### config.mk
export PLATFORM = sky130hd
export DESIGN_NAME = edib_m57_tx_scheduler
export DESIGN_NICKNAME = d
export VERILOG_FILES = /design/src/rtl/edib_m57_tx_scheduler.sv
export SDC_FILE = /design/constraint.sdc
export NUM_CORES = 1
export LEC_CHECK = 0
export CAP_MARGIN = 20
export CORE_ASPECT_RATIO = 1.1
export CORE_MARGIN = 2
export CORE_UTILIZATION = 43
export DETAILED_ROUTE_END_ITERATION = 16
export PLACE_DENSITY = 0.89
export SLEW_MARGIN = 20
export SYNTH_ARGS = -nofsm -noshare
export SYNTH_HDL_FRONTEND = slang
export SYNTH_SLANG_ARGS = --single-unit
### constraint.sdc
create_clock -name Clk -period 6.3 [get_ports Clk]
set_clock_uncertainty 0.1 [all_clocks]
set_input_delay 0.63 -clock Clk [delete_from_list [all_inputs] [get_ports Clk]]
set_output_delay 0.63 -clock Clk [all_outputs]
set_load 0.02 [all_outputs]
### src/rtl/edib_m57_tx_scheduler.sv
// -----------------------------------------------------------------------------
// edib_m57_tx_scheduler
//
// Round-robin scheduler that shares one EDIB M57 serial transmitter among
// N_CH requesters. It picks a requester, latches that channel's word, length
// and speed, and pulses the transmitter start. It then waits for the end of
// the frame, holds an inter-frame gap and arbitrates again.
//
// Ports
//   Clk, Rst            clock; synchronous active-high reset
//   Req[N_CH]           per-channel request level, held until Done/Err
//   ReqData[16*N_CH]    channel i word at [16i+15:16i]
//   ReqLen[16*N_CH]     channel i DataLength at [16i+15:16i]
//   ReqSpeed[N_CH]      channel i speed select
//   Gnt[N_CH]           one-hot grant, held from LOAD until frame end
//   Done[N_CH]          1-cycle pulse: frame for channel i completed
//   Err[N_CH]           1-cycle pulse: channel i rejected or aborted
//   M57In, DataLength,
//   Speed               transmitter operands, stable from LOAD to next LOAD
//   TxStart             1-cycle transmitter start pulse
//   TxBusy, TxFinished  transmitter status (TxFinished: rising edge used)
//   SchedBusy           high whenever the FSM is not IDLE
//
// Optional build macro: EDIB_SCHED_TIMEOUT_EN
//   When defined, a 24-bit watchdog runs in WAIT_BUSY/WAIT_DONE and aborts
//   the frame with an Err pulse after TO_CYC cycles. When undefined, the FSM
//   waits for TxFinished with no time limit.
// -----------------------------------------------------------------------------
module edib_m57_tx_scheduler #(
  parameter int          N_CH    = 4,
  parameter int          IFG_CYC = 288,
  parameter logic [15:0] LEN_MAX = 16'd512,
  parameter logic [23:0] TO_CYC  = 24'd1_000_000
) (
  input  logic                Clk,
  input  logic                Rst,
  input  logic [N_CH-1:0]     Req,
  input  logic [16*N_CH-1:0]  ReqData,
  input  logic [16*N_CH-1:0]  ReqLen,
  input  logic [N_CH-1:0]     ReqSpeed,
  output logic [N_CH-1:0]     Gnt,
  output logic [N_CH-1:0]     Done,
  output logic [N_CH-1:0]     Err,
  output logic [15:0]         M57In,
  output logic [15:0]         DataLength,
  output logic                Speed,
  output logic                TxStart,
  input  logic                TxBusy,
  input  logic                TxFinished,
  output logic                SchedBusy
);

  localparam int PW = (N_CH > 1) ? $clog2(N_CH) : 1;
  localparam int GW = (IFG_CYC > 1) ? $clog2(IFG_CYC) : 1;

  localparam logic [2:0] IDLE      = 3'd0;
  localparam logic [2:0] ARB       = 3'd1;
  localparam logic [2:0] LOAD      = 3'd2;
  localparam logic [2:0] START     = 3'd3;
  localparam logic [2:0] WAIT_BUSY = 3'd4;
  localparam logic [2:0] WAIT_DONE = 3'd5;
  localparam logic [2:0] GAP       = 3'd6;

  logic [2:0]      stateReg, stateNext;
  logic [PW-1:0]   ptrReg, selReg;
  logic [GW-1:0]   gapCntReg;
  logic            finPrevReg;
  logic [N_CH-1:0] gntReg, doneReg, errReg;
  logic [15:0]     m57InReg, dataLengthReg;
  logic            speedReg, txStartReg, schedBusyReg;

  // Per-channel views of the packed request buses.
  logic [15:0] chData [N_CH];
  logic [15:0] chLen  [N_CH];
  for (genvar gi = 0; gi < N_CH; gi++) begin : g_unpack
    assign chData[gi] = ReqData[16*gi +: 16];
    assign chLen[gi]  = ReqLen[16*gi +: 16];
  end

  // Round-robin pick: scan from Ptr+N_CH down to Ptr+1 so the last hit,
  // i.e. the one closest after Ptr, is what remains.
  logic          pickValid;
  logic [PW-1:0] pickIdx;
  logic [PW-1:0] candIdx;
  int            cand;
  always_comb begin
    pickValid = 1'b0;
    pickIdx   = '0;
    candIdx   = '0;
    cand      = 0;
    for (int k = N_CH; k >= 1; k--) begin
      cand    = (int'(ptrReg) + k) % N_CH;
      candIdx = PW'(cand);
      if (Req[candIdx]) begin
        pickValid = 1'b1;
        pickIdx   = candIdx;
      end
    end
  end

  logic [15:0]     pickLen;
  logic            lenBad;
  logic [N_CH-1:0] pickOneHot, selOneHot;
  assign pickLen    = chLen[pickIdx];
  assign lenBad     = (pickLen == 16'd0) || (pickLen > LEN_MAX);
  assign pickOneHot = {{(N_CH-1){1'b0}}, 1'b1} << pickIdx;
  assign selOneHot  = {{(N_CH-1){1'b0}}, 1'b1} << selReg;

  logic inWait, finRise, gapLast, wdHit;
  assign inWait  = (stateReg == WAIT_BUSY) || (stateReg == WAIT_DONE);
  assign finRise = TxFinished && !finPrevReg;
  assign gapLast = (gapCntReg == GW'(IFG_CYC - 1));

`ifdef EDIB_SCHED_TIMEOUT_EN
  logic [23:0] wdCntReg;
  // Counter is zero on the first WAIT_BUSY cycle, so the abort lands
  // TO_CYC cycles after entering WAIT_BUSY.
  always_ff @(posedge Clk) begin
    if (Rst) begin
      wdCntReg <= '0;
    end else if (inWait) begin
      wdCntReg <= wdCntReg + 24'd1;
    end else begin
      wdCntReg <= '0;
    end
  end
  assign wdHit = inWait && (wdCntReg == TO_CYC - 24'd1);
`else
  logic unusedToCyc;
  assign unusedToCyc = ^TO_CYC;
  assign wdHit       = 1'b0;
`endif

  always_comb begin
    stateNext = stateReg;
    case (stateReg)
      IDLE:      if (|Req) stateNext = ARB;
      ARB: begin
        if (!pickValid)  stateNext = IDLE;   // request withdrawn meanwhile
        else if (lenBad) stateNext = GAP;
        else             stateNext = LOAD;
      end
      LOAD:      stateNext = START;
      START:     stateNext = WAIT_BUSY;
      // A finish edge arriving with (or before) busy still completes the frame.
      WAIT_BUSY: begin
        if (finRise || wdHit) stateNext = GAP;
        else if (TxBusy)      stateNext = WAIT_DONE;
      end
      WAIT_DONE: if (finRise || wdHit) stateNext = GAP;
      GAP:       if (gapLast) stateNext = (|Req) ? ARB : IDLE;
      default:   stateNext = IDLE;
    endcase
  end

  always_ff @(posedge Clk) begin
    if (Rst) begin
      stateReg      <= IDLE;
      ptrReg        <= '0;
      selReg        <= '0;
      gapCntReg     <= '0;
      finPrevReg    <= 1'b0;
      gntReg        <= '0;
      doneReg       <= '0;
      errReg        <= '0;
      m57InReg      <= '0;
      dataLengthReg <= '0;
      speedReg      <= 1'b0;
      txStartReg    <= 1'b0;
      schedBusyReg  <= 1'b0;
    end else begin
      stateReg     <= stateNext;
      schedBusyReg <= (stateNext != IDLE);
      txStartReg   <= (stateNext == START);
      finPrevReg   <= TxFinished;
      doneReg      <= '0;
      errReg       <= '0;
      gapCntReg    <= (stateReg == GAP) ? gapCntReg + GW'(1) : '0;

      case (stateReg)
        ARB: begin
          if (pickValid) begin
            selReg <= pickIdx;
            if (lenBad) begin
              errReg <= pickOneHot;
              ptrReg <= pickIdx;
            end else begin
              gntReg        <= pickOneHot;
              m57InReg      <= chData[pickIdx];
              dataLengthReg <= pickLen;
              speedReg      <= ReqSpeed[pickIdx];
            end
          end
        end
        WAIT_BUSY, WAIT_DONE: begin
          if (finRise) begin
            doneReg <= selOneHot;
            gntReg  <= '0;
            ptrReg  <= selReg;
          end else if (wdHit) begin
            errReg  <= selOneHot;
            gntReg  <= '0;
            ptrReg  <= selReg;
          end
        end
        default: ;
      endcase
    end
  end

  assign Gnt        = gntReg;
  assign Done       = doneReg;
  assign Err        = errReg;
  assign M57In      = m57InReg;
  assign DataLength = dataLengthReg;
  assign Speed      = speedReg;
  assign TxStart    = txStartReg;
  assign SchedBusy  = schedBusyReg;

endmodule
==> results.md <==
Critical path:
- The slack of the worst reg-to-reg path is about 1.8 ns.
- The startpoint identified for the worst register-to-register timing path is ptrReg[1].
- Grouping stages by cell kind, the critical path spends the most delay in simple AND/OR/NAND/NOR gates.
- On the critical path, the stage with the largest delay is an instance of sky130_fd_sc_hd__nand2_1.
- The length in cells of the worst reg-to-reg path is 9.
- The arrival time of the worst setup path is ~5 ns.
- The most critical setup path has its endpoint at DataLength[1].
- The critical path buffer and inverter count is 1.
- The critical path goes through clkdlybuf4s50_1, a21boi_0, o21bai_1, nand2_1, a32o_1, and4_1, nand3_1, nand4_4, or2_2, a21oi_1.
- The launching element type of the critical path is an input port.
- The worst setup path is captured at a flip-flop.
- The largest single stage delay on the critical path is between 0.8 and 0.9 ns.
- The critical path runs through a total of 10 cells.
- The endpoint of the lowest-slack register-to-register path is DataLength[1].
- The most critical setup path has its startpoint at Req[0].
- The required time of the worst setup path is 6.44 ns.
- In this run the worst path has a maximum fanout of 64.
- The critical path is of the in2reg type.

Placed design:
- The placer's final routability congestion estimate is around 0.84.
- The cell area after placement is between 0.005 and 0.006 mm².
- The number of I/O port buffers is ~190.
- Detailed placement finished with a half-perimeter wire length of between 8000 and 9000 µm.
- The number of placed cells counting well taps is 750.
- Timing analysis after detailed placement gives a worst setup slack of 1.176 ns.

Synthesis:
- The share of synthesized area occupied by flip-flops and latches is 0.3554.
- The number of synthesized register bits is 64.
- The number of unique standard cell types used by synthesis is 60.
- The cell taking the most area after synthesis is sky130_fd_sc_hd__dfxtp_1.
- The share of async-settable or async-resettable flops after synthesis is 0.
- The mean area per synthesized cell is 7.463 µm².
- The number of instances in the synthesized netlist is slightly below 500.
- The number of enable flip-flop cells after synthesis is 0.
- The number of warnings issued by yosys is 0.
- The number of nets in the synthesized netlist is 624.
- After synthesis, the cell types taking the most area are sky130_fd_sc_hd__dfxtp_1 (36%), sky130_fd_sc_hd__nand2_1 (12%), sky130_fd_sc_hd__nand3_1 (6.9%).
- The most used flip-flop cell after synthesis is sky130_fd_sc_hd__dfxtp_1.
- After synthesis the cells add up to 0.003605 mm².
- The portion of synthesized cell area occupied by the leading cell type is 0.3554.

Global routing:
- The largest net degree at the start of global routing is 65.
- The initial antenna violation count was 0.
- Global routing finished with a remaining overflow of 0.
- The number of global-route vias before repair is 4007.
- In the global route stage, overall resource usage came out at 0.2586.
- The first-pass GRT wire length is 19150 µm.

Layout:
- The non-filler instance count after layout is approximately 760.
- The fraction of layout cells with a size suffix above 1 is 0.05054.
- The design area is between 0.005 and 0.006 mm².
- The number of antenna diodes is 0.
- The total number of nets in the final design is slightly below 800.
- The filler cells instantiated in the layout total 640.
- Relative to the synthesized area, the layout overhead comes to 57.58%.

Power:
- The leakage power summed over all cells is between 2 and 2.5 nW.
- Total power for the finished layout comes to 1.360 mW.
- Power spread over the standard cell area amounts to 239.3 mW/mm².
- IR analysis of the VDD net gives a maximum drop of about 210 µV.

Timing:
- The final critical delay including setup and external delays is ~4.9 ns.
- Setup total negative slack on the finished layout was measured at 0 ns.
- The number of slew-limit violations in the final report is 0.
- Setup violations remaining at the end of the flow were counted as 0.
- The maximum operating frequency is about 200 MHz.
- Setup repair after global routing left no endpoint under its margin.
- The slew at the pin with the worst max-slew slack is ~1.0 ns.
- The relative slew slack is 0.3210.
- The fraction of the cycle the final worst path needs is 0.7700.
- The final count of hold timing violations came to 0.
- The setup slack of the critical path after layout is roughly 1.4 ns.

Worst hold path:
- The worst hold path class is reg2reg.

Floorplan:
- The die boundary height is ~100 µm.
- Pin placement for this block handled around 190 I/O pins.
- For this configuration, the core starts out at a cell density of 0.4355.
- The initialized floorplan defines 35 standard-cell rows.
- The die width is 91.30 µm.
- The floorplan core area is between 0.008 and 0.009 mm².
- The die covers ~0.0091 mm².

Drt:
- The detailed-router iteration count before antenna repair is 4.
- The wire length after detailed routing is between 10000 and 15000 µm.
- In this run the remaining antenna-violating nets after routing total 0.
- The routed via count divided by cell count is between 5 and 6.
- Dividing the detail-routed wire length by the instance count gives ~16 µm.
- The final routed DRC violation total is 0.
- The number of vias after detailed routing is roughly 4200.
- In this run, the number of DRC markers left after iteration 0 of detailed routing was 228.

Clock network:
- The quantity of hold-fixing buffers added after cts is 0.
- In this run, CTS created clock tree buffers numbering 9.
- Once the clock tree was built, the resizer swapped 0 gates to a different size.
- The clock latency reported for the late side of the worst-skew pair is 0.33 ns.
- For this design, the sink count on the clock tree is 64.
- The clock tree root buffer cell is sky130_fd_sc_hd__clkbuf_8.
- The number of buffers on the longest clock path is 2.
- The post-CTS setup buffer count is 0.
- The clock tree synthesis step divided the H-tree into 3 levels.
- The CTS tree is built.
- The clock-pin slew of the registers on the worst-case setup and hold paths is around 0.070 ns.

Job:
- The number of violations of the max-capacitance limit is 0.

Outcome:
- The flow ran to the end, and the final reports show no timing, DRC or antenna violations.
-- power breakdown --
group / internal (mW) / switching (mW)
sequential: 0.428 / 0.0280
combinational: 0.232 / 0.298
clock: 0.228 / 0.147
-- state kept, by name (all words and copies together) (netlist names) --
register / count
Gnt: 4
finPrevReg: 1
SchedBusy: 1
M57In: 16
stateReg: 3
Speed: 1
TxStart: 1
selReg: 2
Err: 4
DataLength: 16
gapCntReg: 9
Done: 4
ptrReg: 2
-- cells in the mapped netlist (6+ instances only) --
master	n
sky130_fd_sc_hd__inv_1	9
sky130_fd_sc_hd__dfxtp_1	64
sky130_fd_sc_hd__nor4_1	8
sky130_fd_sc_hd__nand2_1	111
sky130_fd_sc_hd__o21ai_0	19
sky130_fd_sc_hd__nor2_1	32
sky130_fd_sc_hd__mux2i_1	9
sky130_fd_sc_hd__a21oi_1	27
sky130_fd_sc_hd__a211oi_1	6
sky130_fd_sc_hd__o311a_1	6
sky130_fd_sc_hd__nand3b_1	17
sky130_fd_sc_hd__clkbuf_1	22
sky130_fd_sc_hd__and3b_1	7
sky130_fd_sc_hd__nand3_1	50
-- routing by layer --
layer,vias up,global-route usage,wire (µm)
li1,2041,-,-
met3,18,0.05706,841
met1,1921,0.2922,4642
met2,175,0.4838,6294
met4,0,0.08159,185
met5,-,0,0
-- worst register-to-register path, cell delays in order, from the launching register on --
cell and delay, ns:
sky130_fd_sc_hd__dfxtp_1 0.47, sky130_fd_sc_hd__a21boi_0 0.16, sky130_fd_sc_hd__o21bai_1 0.65, sky130_fd_sc_hd__nand2_1 0.81, sky130_fd_sc_hd__a32o_1 0.50, sky130_fd_sc_hd__and4_1 0.23
sky130_fd_sc_hd__nand3_1 0.12, sky130_fd_sc_hd__nand4_4 0.65, sky130_fd_sc_hd__or2_2 0.59, sky130_fd_sc_hd__a21oi_1 0.13
-- layout by cell type, fill, tap and decap left out, types with 4 or more instances in the layout --
| master | Yosys | routed |
|---|---|---|
| sky130_fd_sc_hd__nor2b_1 | 4 | 4 |
| sky130_fd_sc_hd__o21ai_0 | 19 | 19 |
| sky130_fd_sc_hd__a211oi_1 | 6 | 6 |
| sky130_fd_sc_hd__buf_4 | 5 | 6 |
| sky130_fd_sc_hd__o311a_1 | 6 | 6 |
| sky130_fd_sc_hd__a21oi_1 | 27 | 27 |
| sky130_fd_sc_hd__dfxtp_1 | 64 | 64 |
| sky130_fd_sc_hd__nand4_1 | 4 | 4 |
| sky130_fd_sc_hd__inv_1 | 9 | 9 |
| sky130_fd_sc_hd__nor2_1 | 32 | 32 |
| sky130_fd_sc_hd__clkdlybuf4s50_1 | 0 | 185 |
| sky130_fd_sc_hd__nor4_1 | 8 | 8 |
| sky130_fd_sc_hd__mux2i_1 | 9 | 9 |
| sky130_fd_sc_hd__clkbuf_8 | 0 | 10 |
| sky130_fd_sc_hd__nand3b_1 | 17 | 17 |
| sky130_fd_sc_hd__nand3_1 | 50 | 50 |
| sky130_fd_sc_hd__and3_1 | 5 | 5 |
| sky130_fd_sc_hd__nand2_1 | 111 | 111 |
| sky130_fd_sc_hd__xor2_1 | 4 | 4 |
| sky130_fd_sc_hd__and3b_1 | 7 | 7 |
-- worst min-delay path by stage --
stage | slack [ns] | endpoint | start | cells past startpoint
3_5_place_dp | 0.35 | DataLength[5] | DataLength[5] | 2
4_1_cts | 0.36 | DataLength[5] | DataLength[5] | 2
6_report | 0.36 | M57In[7] | M57In[7] | 2
2_1_floorplan | 0.33 | gapCntReg[0] | gapCntReg[0] | 1
3_3_place_gp | 0.34 | gapCntReg[0] | gapCntReg[0] | 1
5_1_grt | 0.38 | M57In[9] | M57In[9] | 2
-- per-stage QoR --
step | utilization | hold WS, ns
after floorplan | - | 0.3263
after global placement | 0.6612 | 0.3402
after detailed placement | 0.6612 | 0.3462
after CTS | 0.6863 | 0.3555
after global routing | 0.6863 | 0.3826
final | 0.6863 | 0.3557
-- area by class of cell --
class,instances,area [µm²],share of cell area
Multi-Input combinational cell,374,2117,0.3727
Timing Repair Buffer,192,1902,0.3348
Sequential cell,64,1281,0.2256
Tap cell,111,138.9,0.02445
Clock buffer,10,137.6,0.02423
Clock inverter,4,70.07,0.01233
Inverter,9,33.78,0.005947
-- kinds of logic (layout without fill, tap and decap cells) --
logic type / count (synthesis) / count (layout) / share of synthesized area
xor gates and xnor gates: 6 / 6 / 0.01458
AOI/OAI and AO/OA: 92 / 92 / 0.1743
and+or+nand+nor: 263 / 263 / 0.3592
adders and majority gates: 1 / 1 / 0.003470
buffers and inverters: 45 / 215 / 0.05866
muxes: 12 / 12 / 0.03436
DFF: 64 / 64 / 0.3554
Note: power is estimated with default switching activity, not from simulation.
